[src/rtl/pb_debounce_unit_if.sv]
// Push-button conditioning bus: raw button input and the three conditioned outputs.
// The master side drives the button; the slave side is the debounce unit.
interface pb_debounce_unit_if;
  logic pb_in;
  logic Clk_out;
  logic pb_level;
  logic pb_out;

  modport master (
    output pb_in,
    input  Clk_out,
    input  pb_level,
    input  pb_out
  );

  modport slave (
    input  pb_in,
    output Clk_out,
    output pb_level,
    output pb_out
  );
endinterface

[src/rtl/pb_debounce_unit.sv]
// Clock divider plus tick-sampled push-button debouncer with a single-cycle press pulse.
// Everything runs in the Clk domain; Clk_out is an observation-only square wave.
module pb_debounce_unit #(
  parameter int unsigned COUNTER_DIV    = 250000,
  parameter int unsigned STABLE_SAMPLES = 3
) (
  input  logic               Clk,
  input  logic               Reset,
  pb_debounce_unit_if.slave  bus
);

  localparam logic [24:0] LP_DIV_LAST = 25'(COUNTER_DIV - 1);

  logic [24:0]               r_cnt;
  logic                      r_tick;
  logic                      r_clk_out;
  logic                      r_s1;
  logic                      r_s2;
  logic [STABLE_SAMPLES-1:0] r_shift;
  logic                      r_level;
  logic                      r_pulse;

  logic [24:0]               w_cnt_nxt;
  logic                      w_tick_nxt;
  logic                      w_clk_out_nxt;
  logic [STABLE_SAMPLES-1:0] w_shift_nxt;
  logic                      w_level_nxt;
  logic                      w_pulse_nxt;

  function automatic logic f_all_ones(input logic [STABLE_SAMPLES-1:0] v);
    return &v;
  endfunction

  function automatic logic f_all_zeros(input logic [STABLE_SAMPLES-1:0] v);
    return ~(|v);
  endfunction

  // Next-state: divider wrap, tick-gated sampling, level hysteresis, rising-edge pulse
  always_comb begin
    w_cnt_nxt     = r_cnt;
    w_tick_nxt    = 1'b0;
    w_clk_out_nxt = r_clk_out;
    w_shift_nxt   = r_shift;
    w_level_nxt   = r_level;
    w_pulse_nxt   = 1'b0;

    if (r_cnt == LP_DIV_LAST) begin
      w_cnt_nxt     = 25'd0;
      w_tick_nxt    = 1'b1;
      w_clk_out_nxt = ~r_clk_out;
    end else begin
      w_cnt_nxt     = r_cnt + 25'd1;
      w_tick_nxt    = 1'b0;
      w_clk_out_nxt = r_clk_out;
    end

    if (r_tick) begin
      w_shift_nxt = {r_shift[STABLE_SAMPLES-2:0], r_s2};
    end else begin
      w_shift_nxt = r_shift;
    end

    // A mixed window holds the previous level, which is what rejects bounce
    if (f_all_ones(r_shift)) begin
      w_level_nxt = 1'b1;
    end else if (f_all_zeros(r_shift)) begin
      w_level_nxt = 1'b0;
    end else begin
      w_level_nxt = r_level;
    end

    w_pulse_nxt = w_level_nxt & ~r_level;
  end

  // State registers, all cleared by the asynchronous reset
  always_ff @(posedge Clk or negedge Reset) begin
    if (!Reset) begin
      r_cnt     <= 25'd0;
      r_tick    <= 1'b0;
      r_clk_out <= 1'b0;
      r_s1      <= 1'b0;
      r_s2      <= 1'b0;
      r_shift   <= {STABLE_SAMPLES{1'b0}};
      r_level   <= 1'b0;
      r_pulse   <= 1'b0;
    end else begin
      r_cnt     <= w_cnt_nxt;
      r_tick    <= w_tick_nxt;
      r_clk_out <= w_clk_out_nxt;
      r_s1      <= bus.pb_in;
      r_s2      <= r_s1;
      r_shift   <= w_shift_nxt;
      r_level   <= w_level_nxt;
      r_pulse   <= w_pulse_nxt;
    end
  end

  assign bus.Clk_out  = r_clk_out;
  assign bus.pb_level = r_level;
  assign bus.pb_out   = r_pulse;

endmodule

[src/flat_wrapper.sv]
// flat-port wrapper written by rule: the top's interface ports become plain ports
module pb_debounce_unit_flat 
#(
  parameter int unsigned COUNTER_DIV    = 250000,
  parameter int unsigned STABLE_SAMPLES = 3
)
  (Clk, Reset, bus_pb_in, bus_Clk_out, bus_pb_level, bus_pb_out);
  pb_debounce_unit_if bus_i ();
  input  logic Clk;
  input  logic Reset;
  input wire logic [$bits(bus_i.pb_in)-1:0] bus_pb_in;
  output wire logic [$bits(bus_i.Clk_out)-1:0] bus_Clk_out;
  output wire logic [$bits(bus_i.pb_level)-1:0] bus_pb_level;
  output wire logic [$bits(bus_i.pb_out)-1:0] bus_pb_out;
  assign bus_i.pb_in = bus_pb_in;
  assign bus_Clk_out = bus_i.Clk_out;
  assign bus_pb_level = bus_i.pb_level;
  assign bus_pb_out = bus_i.pb_out;
  pb_debounce_unit #(.COUNTER_DIV(COUNTER_DIV), .STABLE_SAMPLES(STABLE_SAMPLES)) u_core (.Clk(Clk), .Reset(Reset), .bus(bus_i));
endmodule
[config.mk]
export PLATFORM = sky130hd
export DESIGN_NAME = pb_debounce_unit_flat
export DESIGN_NICKNAME = d
export VERILOG_FILES = /design/src/rtl/pb_debounce_unit_if.sv /design/src/rtl/pb_debounce_unit.sv /design/src/flat_wrapper.sv
export SDC_FILE = /design/constraint.sdc
export NUM_CORES = 1
export LEC_CHECK = 0
export BUFFER_PORTS_ARGS = -buffer_cell sky130_fd_sc_hd__buf_4
export CORE_MARGIN = 5
export CORE_UTILIZATION = 53
export DETAILED_ROUTE_END_ITERATION = 10
export GPL_TIMING_DRIVEN = 0
export PLACE_DENSITY = 0.78
export SLEW_MARGIN = 20
export SYNTH_ARGS = -nofsm -noshare
export SYNTH_HDL_FRONTEND = slang
export SYNTH_SLANG_ARGS = --single-unit
[constraint.sdc]
create_clock -name Clk -period 1.65 [get_ports Clk]
set_clock_uncertainty 0.15 [all_clocks]
set_input_delay 0.495 -clock Clk [delete_from_list [all_inputs] [get_ports Clk]]
set_output_delay 0.495 -clock Clk [all_outputs]
set_load 0.01 [all_outputs]
==> results of run 1 <==
-- cell type report --
type	count	area (µm²)	area share
flip-flops and latches	34	856	0.457
inverters	1	3.75	0.00200
well taps	31	38.8	0.0207
repair buffers	21	175	0.0935
plain buffers	2	22.5	0.0120
clock inverters	1	5.00	0.00267
multi-input cells	89	718	0.383
clock buffers	7	55.1	0.0294
-- worst max path at each step --
| stage | startpoint | to | slack (ns) |
|---|---|---|---|
| after floorplan | u_core.r_cnt[8] | u_core.bus.Clk_out | 0.007 |
| after global placement | u_core.r_cnt[11] | u_core.bus.Clk_out | -0.16 |
| after detailed placement | u_core.r_cnt[4] | u_core.bus.Clk_out | -0.19 |
| after CTS | u_core.r_cnt[9] | u_core.bus.Clk_out | -0.23 |
| after global routing | u_core.r_cnt[22] | u_core.bus.Clk_out | -0.29 |
| final | u_core.r_cnt[13] | u_core.bus.Clk_out | -0.16 |
-- metal layers --
metal / track usage / share of wire / vias up
li1: - / - / 503
met4: 0.0468 / 0.011 / 0
met1: 0.188 / 0.42 / 529
met3: 0.0568 / 0.036 / 4
met5: 0 / 0 / -
met2: 0.259 / 0.53 / 15
-- kinds of logic after synthesis --
| family | Yosys count |
|---|---|
| simple gates | 55 |
| flops | 34 |
| xor+xnor | 21 |
| compound gates | 9 |
| buf+inv | 3 |
| mux | 3 |
| fa+ha+maj | 1 |
-- cells in the mapped netlist, drive strengths merged --
library cell  instances
nand2                 9
o41ai                 1
and3                  5
mux2                  2
nor4                  4
xnor2                13
xor2                  8
a21oi                 3
nor4b                 1
inv                   1
mux2i                 1
buf                   2
dfrtp                34
nand4                 9
or3                   2
nor2                  9
and2b                 1
or4                   1
ha                    1
and4                  3
nor3                  2
nand3                 8
or2                   1
o21ai                 5
-- power by group --
part / internal (mW) / switching, mW / total, mW
Sequential: 0.835 / 0.000590 / 0.836
Combinational: 0.00462 / 0.0155 / 0.0201
Clock: 0.206 / 0.262 / 0.468
Total: 1.05 / 0.278 / 1.32
-- worst register-to-register path: stages, from the launching register on --
cell and delay [ns]:
dfrtp_2 0.46, nor4b_4 0.31, nand3_2 0.14, nor4_4 0.37, buf_6 0.18, xor2_2 0.13
-- per-stage QoR --
| stage | power, mW | setup slack, ns | TNS, ns | hold WS, ns |
|---|---|---|---|---|
| 2_1_floorplan | 0.852 | 0.00659 | 0 | 0.0494 |
| 3_3_place_gp | 0.871 | -0.157 | -1.38 | 0.190 |
| 3_5_place_dp | 0.872 | -0.189 | -1.93 | 0.190 |
| 4_1_cts | 1.34 | -0.227 | -2.42 | 0.107 |
| 5_1_grt | 1.39 | -0.293 | -3.74 | 0.0864 |
| 6_report | 1.32 | -0.162 | -1.65 | 0.121 |
-- registers in the layout, indices dropped and copies added (netlist names) --
name	count
u_core.r_s2	1
u_core.r_tick	1
u_core.r_cnt	25
u_core.r_shift	3
u_core.bus.Clk_out	1
u_core.bus.pb_level	1
u_core.r_s1	1
u_core.bus.pb_out	1
-- placed cells by master (no fill, tap or decap), drive strengths merged --
cell	count
a21oi	3
and2b	1
and3	5
and4	3
buf	22
clkbuf	7
clkinv	1
dfrtp	34
dlygate4sd3	1
ha	1
inv	1
mux2	2
mux2i	1
nand2	9
nand3	8
nand4	9
nor2	9
nor3	2
nor4	4
nor4b	1
o21ai	5
o41ai	1
or2	1
or3	2
or4	1
xnor2	13
xor2	8
-- what timing repair did --
item	in CTS	in global routing
hold endpoints to repair	34	0
buffers inserted	7	7
pin swaps	8	10
gates resized for setup	7	15
setup endpoints to repair	19	21
gates cloned	1	0
hold buffers	1	0
==> results.yml, run 1 <==
outcome:
  status: "finished, violations left"
  violations: "setup timing"
floorplanning:
  ios: 6
  die_h_um: 63.6
  design.core.area_um2: 2760
  start_util: 0.553
  die_area_um2: 4050
  placementRows: 19
  dieWidth_um: 63.6
cells_and_area:
  nets: 158
  drive_above_1_share: 0.355
  stdcell_area_um2: 1870
  n_fill_cell: 204
  final_util: 0.680
  syn2layout_area_growth_pct: 22.9
  fin_cells: 186
  antenna_cells: 0
power:
  power.leakage_nw: 0.860
  power.density_nw_per_um2: 706
  vdd_ir_drop_max_mv: 0.691
placement:
  dp_hpwl_mm: 1.82
  port-buffer-count: 5
  placed_area_um2: 1620
  dp.cells: 162
  gp_congestion: 0.758
routing:
  drt-pass1-iter-count: 5
  drc: 0
  wl_per_cell_um: 15.3
  vias: 1051
  viasPerCell: 5.65
  drt_iter0_drc: 36
  final_antenna_net_count: 0
  totalWireLength_mm: 2.84
sta:
  min_period_ns: 1.81
  grt_setup_unrepaired: "yes"
  tightest_slew_ns: 0.411
  max_freq_mhz: 552
  maxSlewViolCount: 0
  post-route-period-util: 1.10
  finalSetupViolations: 16
  setup_ws_ns: -0.162
  timing.slew.headroom: 0.726
  hold_violations: 0
global_route:
  grt_pass1_vias: 1084
  grt_pass1_wl_mm: 4.95
  grt.total_usage: 0.156
  grt_overflow: 0
  grt_max_degree: 35
  antenna_found_initial: 0
critical_path:
  crit_path_max_incr_delay_ns: 0.46
  worst-path-buf-inv: 1
  slowest_stage: "dfrtp_2"
  crit_family: "simple AND/OR/NAND/NOR gates"
  cp.depth: 5
  critPathMaxFanout: 5
  path_cells: "nor4b_4, nand3_2, nor4_4, buf_6, xor2_2"
  rrSetupSlack_ns: -0.16
  critPathArrivalTime_ns: 1.92
  endpoint_kind: "flip-flop"
  ff2ff_path_depth: 5
  critical_path_class: "reg -> reg"
  reg2reg_from: "u_core.r_cnt[13]"
  startpoint_type: "flip-flop"
  regToRegEndpoint: "u_core.bus.Clk_out"
  required_ns: 1.76
synth:
  synth_area_leaders: "dfrtp_1 (56%), xnor2_1 (7.5%), xor2_1 (4.0%)"
  synth_compound_area_frac: 0.0320
  synth_warnings: 0
  syn-cell-area_um2: 1530
  ys_ff_latch: 34
  yosysSeqAreaShare: 0.558
  synthCells: 126
  synth-xor-area-share: 0.126
  syn_nets: 130
  synth_cell_types: 29
  synth_area_leader_cell: "dfrtp_1"
  netlist.area_leader.share: 0.558
  muxShareOfSynthArea: 0.0213
  synthSimpleGateAreaFrac: 0.242
  synth_top_family_by_area: "simple AND/OR/NAND/NOR gates"
  synth-adder-area-share: 0.00820
  avgSynthCellArea_um2: 12.1
clock_network:
  cts_tree: "yes"
  clock_latency_ns: 0.33
  cts_buffer_depth: 2
  cts-root-buf: "clkbuf_4"
  cts_buffers: 5
  cts_sinks: 34
  htree_num_levels: 2
  clk_pin_slew_ns: 0.10
hold_path:
  hp-class: "in -> reg"
  hold_end: "u_core.r_s1"
  holdPathStages: 1
  hp-start: "bus_pb_in"
job:
  drv_cap: 0
(Power assumes the default switching activity.)
==> run 2: changes to the inputs <==
--- a/config.mk
+++ b/config.mk
@@ -11,6 +11,7 @@
 export DETAILED_ROUTE_END_ITERATION = 10
 export GPL_TIMING_DRIVEN = 0
 export PLACE_DENSITY = 0.78
+export SKIP_CTS_REPAIR_TIMING = 1
 export SLEW_MARGIN = 20
 export SYNTH_ARGS = -nofsm -noshare
 export SYNTH_HDL_FRONTEND = slang
==> run 2 against run 1 <==
Net effect:
- the run still ends with setup timing left
- maximum frequency down 5.4%
- die area unchanged
- clock power up 0.9%
- worst setup slack worse by 0.10 ns
- via count up 0.67%
- combinational power about the same
- routed wire length up 2.2%
- cell count down 1.1%
- total power up 0.32%
- clock-buffer cell count unchanged
- sequential cell count unchanged
- largest power group unchanged
- highest routed layer unchanged
==> results.yml, run 2 (synthesis gave the netlist of run 1 again) <==
critical_path:
  crit_path_max_incr_delay_ns: 0.57
  startpoint_type: "flip-flop"
  critical_path_class: "reg -> reg"
  critPathMaxFanout: 5
  critPathArrivalTime_ns: 1.99
  path_cells: "or4_4, nor4_4, buf_4, nor2_1"
  worst-path-buf-inv: 1
  slowest_stage: "or4_4"
  endpoint_kind: "flip-flop"
  required_ns: 1.72
  crit_family: "simple AND/OR/NAND/NOR gates"
routing:
  final_antenna_net_count: 0
  vias: 1058
  drc: 0
  drt_iter0_drc: 41
  drt-pass1-iter-count: 5
  wl_per_cell_um: 15.8
  totalWireLength_mm: 2.90
  viasPerCell: 5.75
clock_network:
  clk_pin_slew_ns: 0.10
  cts_tree: "yes"
  cts_buffer_depth: 2
  cts-root-buf: "clkbuf_4"
  htree_num_levels: 2
  clock_latency_ns: 0.33
  cts_buffers: 5
  cts_sinks: 34
global_route:
  grt_pass1_wl_mm: 4.69
  grt.total_usage: 0.148
  antenna_found_initial: 0
  grt_pass1_vias: 1038
  grt_overflow: 0
  grt_max_degree: 35
power:
  power_switching_uw: 282
  clock_power_share: 0.355
  power.density_nw_per_um2: 719
  power.leakage_nw: 0.840
  fin_total_pwr_mw: 1.33
  p_int_mw: 1.05
  combPwrFrac: 0.015
  vdd_ir_drop_max_mv: 0.704
  netSwitchingFraction: 0.212
  pwr-share-seq: 0.629
sta:
  min_period_ns: 1.91
  grt_setup_unrepaired: "yes"
  hold_violations: 0
  timing.slew.headroom: 0.722
  max_freq_mhz: 522
  setup_ws_ns: -0.264
  tightest_slew_ns: 0.417
  tns_ns: -3.15
  post-route-period-util: 1.16
  finalSetupViolations: 16
  maxSlewViolCount: 0
  hold_ws_ns: 0.120
placement:
  placed_area_um2: 1620
  dp_hpwl_mm: 1.82
  port-buffer-count: 5
  gp_congestion: 0.758
hold_path:
  hp-class: "in -> reg"
cells_and_area:
  stdcell_area_um2: 1850
  final_util: 0.670
  largest_register: "u_core.r_cnt"
  largest_reg_flops: 25
  final_cell_mix: "dfrtp_1 (25), buf_4 (17), xnor2_1 (13)"
  drive_above_1_share: 0.379
  syn2layout_area_growth_pct: 21.1
  largestRegisters: "u_core.r_cnt: 25 flops, u_core.r_shift: 3 flops"
  final_common_cell: "dfrtp_1"
  nets: 156
  antenna_cells: 0
floorplanning:
  start_util: 0.553
  dieWidth_um: 63.6
  ios: 6
  placementRows: 19
  design.core.area_um2: 2760
  die_area_um2: 4050
  die_h_um: 63.6
outcome:
  violations: "setup timing"
  status: "finished, violations left"
job:
  drv_cap: 0
[run 2: layer usage]
layer | share of wire | GRT usage
met5 | 0 | 0
met4 | 0.0065 | 0.0468
met3 | 0.046 | 0.0568
met2 | 0.50 | 0.239
met1 | 0.44 | 0.181
[run 2: area by class of cell]
type	count	area, µm²
fill	206	911
clock buffer	7	55.1
timing repair buffer	19	149
tap	31	38.8
buffer	2	18.8
sequential	34	862
clock inverter	1	5.00
inverter	1	3.75
multi-input combinational	89	714
[run 2: stage by stage]
step	worst slack [ns]	cells
2_1_floorplan	0.00659	126
3_3_place_gp	-0.157	162
3_5_place_dp	-0.189	162
4_1_cts	-0.231	170
5_1_grt	-0.343	184
6_report	-0.264	184
[run 2: final timing paths]
path,start,to,slack [ns],depth (start not counted)
min,bus_pb_in,u_core.r_s1,0.12,1
max,u_core.r_cnt[9],u_core.r_cnt[16],-0.26,4
min in group asynchronous,Reset,u_core.bus.pb_out,0.49,2
min reg2reg,u_core.r_s1,u_core.r_s2,0.22,0
max reg2reg,u_core.r_cnt[9],u_core.r_cnt[16],-0.26,4
max in group asynchronous,Reset,u_core.r_cnt[5],0.54,2
[run 2: power by group through the flow]
stage               clock, mW  sequential, mW  combinational [mW]
floorplan                   0           0.852           0.0000191
global placement            0           0.852              0.0192
detailed placement          0           0.852              0.0200
CTS                     0.481           0.836              0.0196
global route            0.531           0.836              0.0241
finish                  0.472           0.835              0.0203
==> run 3: changes to the inputs <==
--- a/config.mk
+++ b/config.mk
@@ -7,12 +7,12 @@
 export LEC_CHECK = 0
 export BUFFER_PORTS_ARGS = -buffer_cell sky130_fd_sc_hd__buf_4
 export CORE_MARGIN = 5
-export CORE_UTILIZATION = 53
+export CORE_UTILIZATION = 64
 export DETAILED_ROUTE_END_ITERATION = 10
 export GPL_TIMING_DRIVEN = 0
-export PLACE_DENSITY = 0.78
+export PLACE_DENSITY = 0.87
 export SKIP_CTS_REPAIR_TIMING = 1
-export SLEW_MARGIN = 20
+export SLEW_MARGIN = 5
 export SYNTH_ARGS = -nofsm -noshare
 export SYNTH_HDL_FRONTEND = slang
 export SYNTH_SLANG_ARGS = --single-unit
==> constraint.sdc (replaced) <==
create_clock -name Clk -period 2.3 [get_ports Clk]
set_clock_uncertainty 0.15 [all_clocks]
set_input_delay 0.69 -clock Clk [delete_from_list [all_inputs] [get_ports Clk]]
set_output_delay 0.69 -clock Clk [all_outputs]
set_load 0.01 [all_outputs]
==> run 3 against run 2 <==
Net effect:
- the flow now finishes without violations
- critical path depth rose by 1
- die area down 15%
- global-route usage is 3.0 points higher
- clock-buffer cell count did not move
- first-iteration DRC count is 27% lower
- routed wire length is 11% lower
- clock power shrank 39%
- total power down 32%
- sequential power down 28%
- sequential share of layout area increased by 5.1 points
- via count shrank 7.8%
- utilization up 6.6 points
==> results.yml, run 3 (synthesis gave the netlist of run 1 again) <==
outcome:
  status: "complete, no violations"
placement:
  gp_congestion: 0.816
  placed_area_um2: 1600
  post-place-ws_ns: 0.475
  dp.cells: 159
  dp_hpwl_mm: 1.83
  port-buffer-count: 5
cells_and_area:
  final_cell_mix: "dfrtp_1 (34), xnor2_1 (13), nor2_1 (9), nand2_1 (9)"
  antenna_cells: 0
  drive_above_1_share: 0.174
  final_common_cell: "dfrtp_1"
  fin_cells: 166
  final_util: 0.736
  nets: 142
  largest_reg_flops: 25
  stdcell_area_um2: 1640
  largestRegisters: "u_core.r_cnt: 25 flops, u_core.r_shift: 3 flops"
  largest_register: "u_core.r_cnt"
  syn2layout_area_growth_pct: 7.71
sta:
  tns_ns: 0
  tightest_slew_ns: 0.416
  hold_violations: 0
  post-route-period-util: 0.806
  grt_setup_unrepaired: "no"
  maxSlewViolCount: 0
  hold_ws_ns: 0.137
  finalSetupViolations: 0
  min_period_ns: 1.85
  max_freq_mhz: 540
  timing.slew.headroom: 0.722
  setup_ws_ns: 0.447
clock_network:
  cts_buffers: 5
  clk_pin_slew_ns: 0.09
  htree_num_levels: 2
  cts_buffer_depth: 2
  clock_latency_ns: 0.33
  cts_sinks: 34
  cts_tree: "yes"
  cts-root-buf: "clkbuf_4"
job:
  drv_cap: 0
power:
  power.density_nw_per_um2: 549
  fin_total_pwr_uw: 901
  vdd_ir_drop_max_mv: 0.507
  power.leakage_nw: 0.770
critical_path:
  critical_path_class: "reg -> reg"
  endpoint_kind: "flip-flop"
  startpoint_type: "flip-flop"
  critPathArrivalTime_ns: 1.96
  critPathLaunch: "u_core.r_cnt[0]"
  path_cells: "ha_1, nand4_4, or2_1, or3_1, a21oi_1"
  crit_family: "simple AND/OR/NAND/NOR gates"
  worst-path-buf-inv: 0
  crit_path_max_incr_delay_ns: 0.40
  critPathMaxFanout: 5
  required_ns: 2.40
  slowest_stage: "dfrtp_1"
  reg2reg_from: "u_core.r_cnt[0]"
routing:
  totalWireLength_mm: 2.57
  drc: 0
  vias: 976
  wl_per_cell_um: 15.5
  final_antenna_net_count: 0
  drt_iter0_drc: 30
  viasPerCell: 5.88
  drt-pass1-iter-count: 4
floorplanning:
  dieWidth_um: 58.8
  design.core.area_um2: 2230
  ios: 6
  die_area_um2: 3460
  placementRows: 17
  start_util: 0.683
  die_h_um: 58.8
global_route:
  grtUsageMet1: 0.226
  grt_pass1_vias: 1023
  grt_max_degree: 35
  busiest_layer: "met2"
  grt_pass1_wl_mm: 4.57
  grt_overflow: 0
  grt_util_met3: 0.0636
  grt.total_usage: 0.178
  gr-usage-met2: 0.270
  antenna_found_initial: 0
hold_path:
  hp-class: "in -> async"
==> run 3: cell types whose count changed in the layout (fill, tap and decap cells not counted), sizes merged <==
| cell | change |
|---|---|
| clkinv | -1 |
| clkbuf | -1 |
| dlygate4sd3 | -1 |
| buf | -12 |
==> run 3: worst paths after layout <==
path / end / slack (ns) / depth (start not counted)
worst min register to register: u_core.r_s2 / 0.19 / 0
worst max-delay path: u_core.r_cnt[14] / 0.45 / 5
min in group Clk: u_core.r_s2 / 0.19 / 0
worst max register to register: u_core.r_cnt[14] / 0.45 / 5
worst min-delay path: u_core.r_cnt[24] / 0.14 / 1
max in group asynchronous: u_core.r_cnt[5] / 1.56 / 1
==> run 3: final cells by class <==
type | count | area [µm²]
Sequential cell | 34 | 851
Tap cell | 28 | 35.0
Buffer | 2 | 16.3
Inverter | 1 | 3.75
Multi-Input combinational cell | 89 | 654
Fill cell | 158 | 591
Clock buffer | 7 | 45.0
Timing Repair Buffer | 5 | 37.5
==> run 3: layer usage <==
metal,share of wire,up-vias
met4,0.018,0
met5,0,-
li1,-,472
met1,0.46,481
met3,0.048,5
met2,0.47,18
==> run 3: report_power, final <==
group / switching [mW] / leakage (nW) / internal (mW)
Combinational: 0.0110 / 0.288 / 0.00221
Sequential: 0.000422 / 0.456 / 0.599
Clock: 0.174 / 0.0254 / 0.115
Total: 0.185 / 0.770 / 0.716
==> run 3: worst register-to-register path, stage by stage (launching register included) <==
cell     delay (ns)
dfrtp_1        0.40
ha_1           0.26
nand4_4        0.18
or2_1          0.30
or3_1          0.32
a21oi_1        0.17
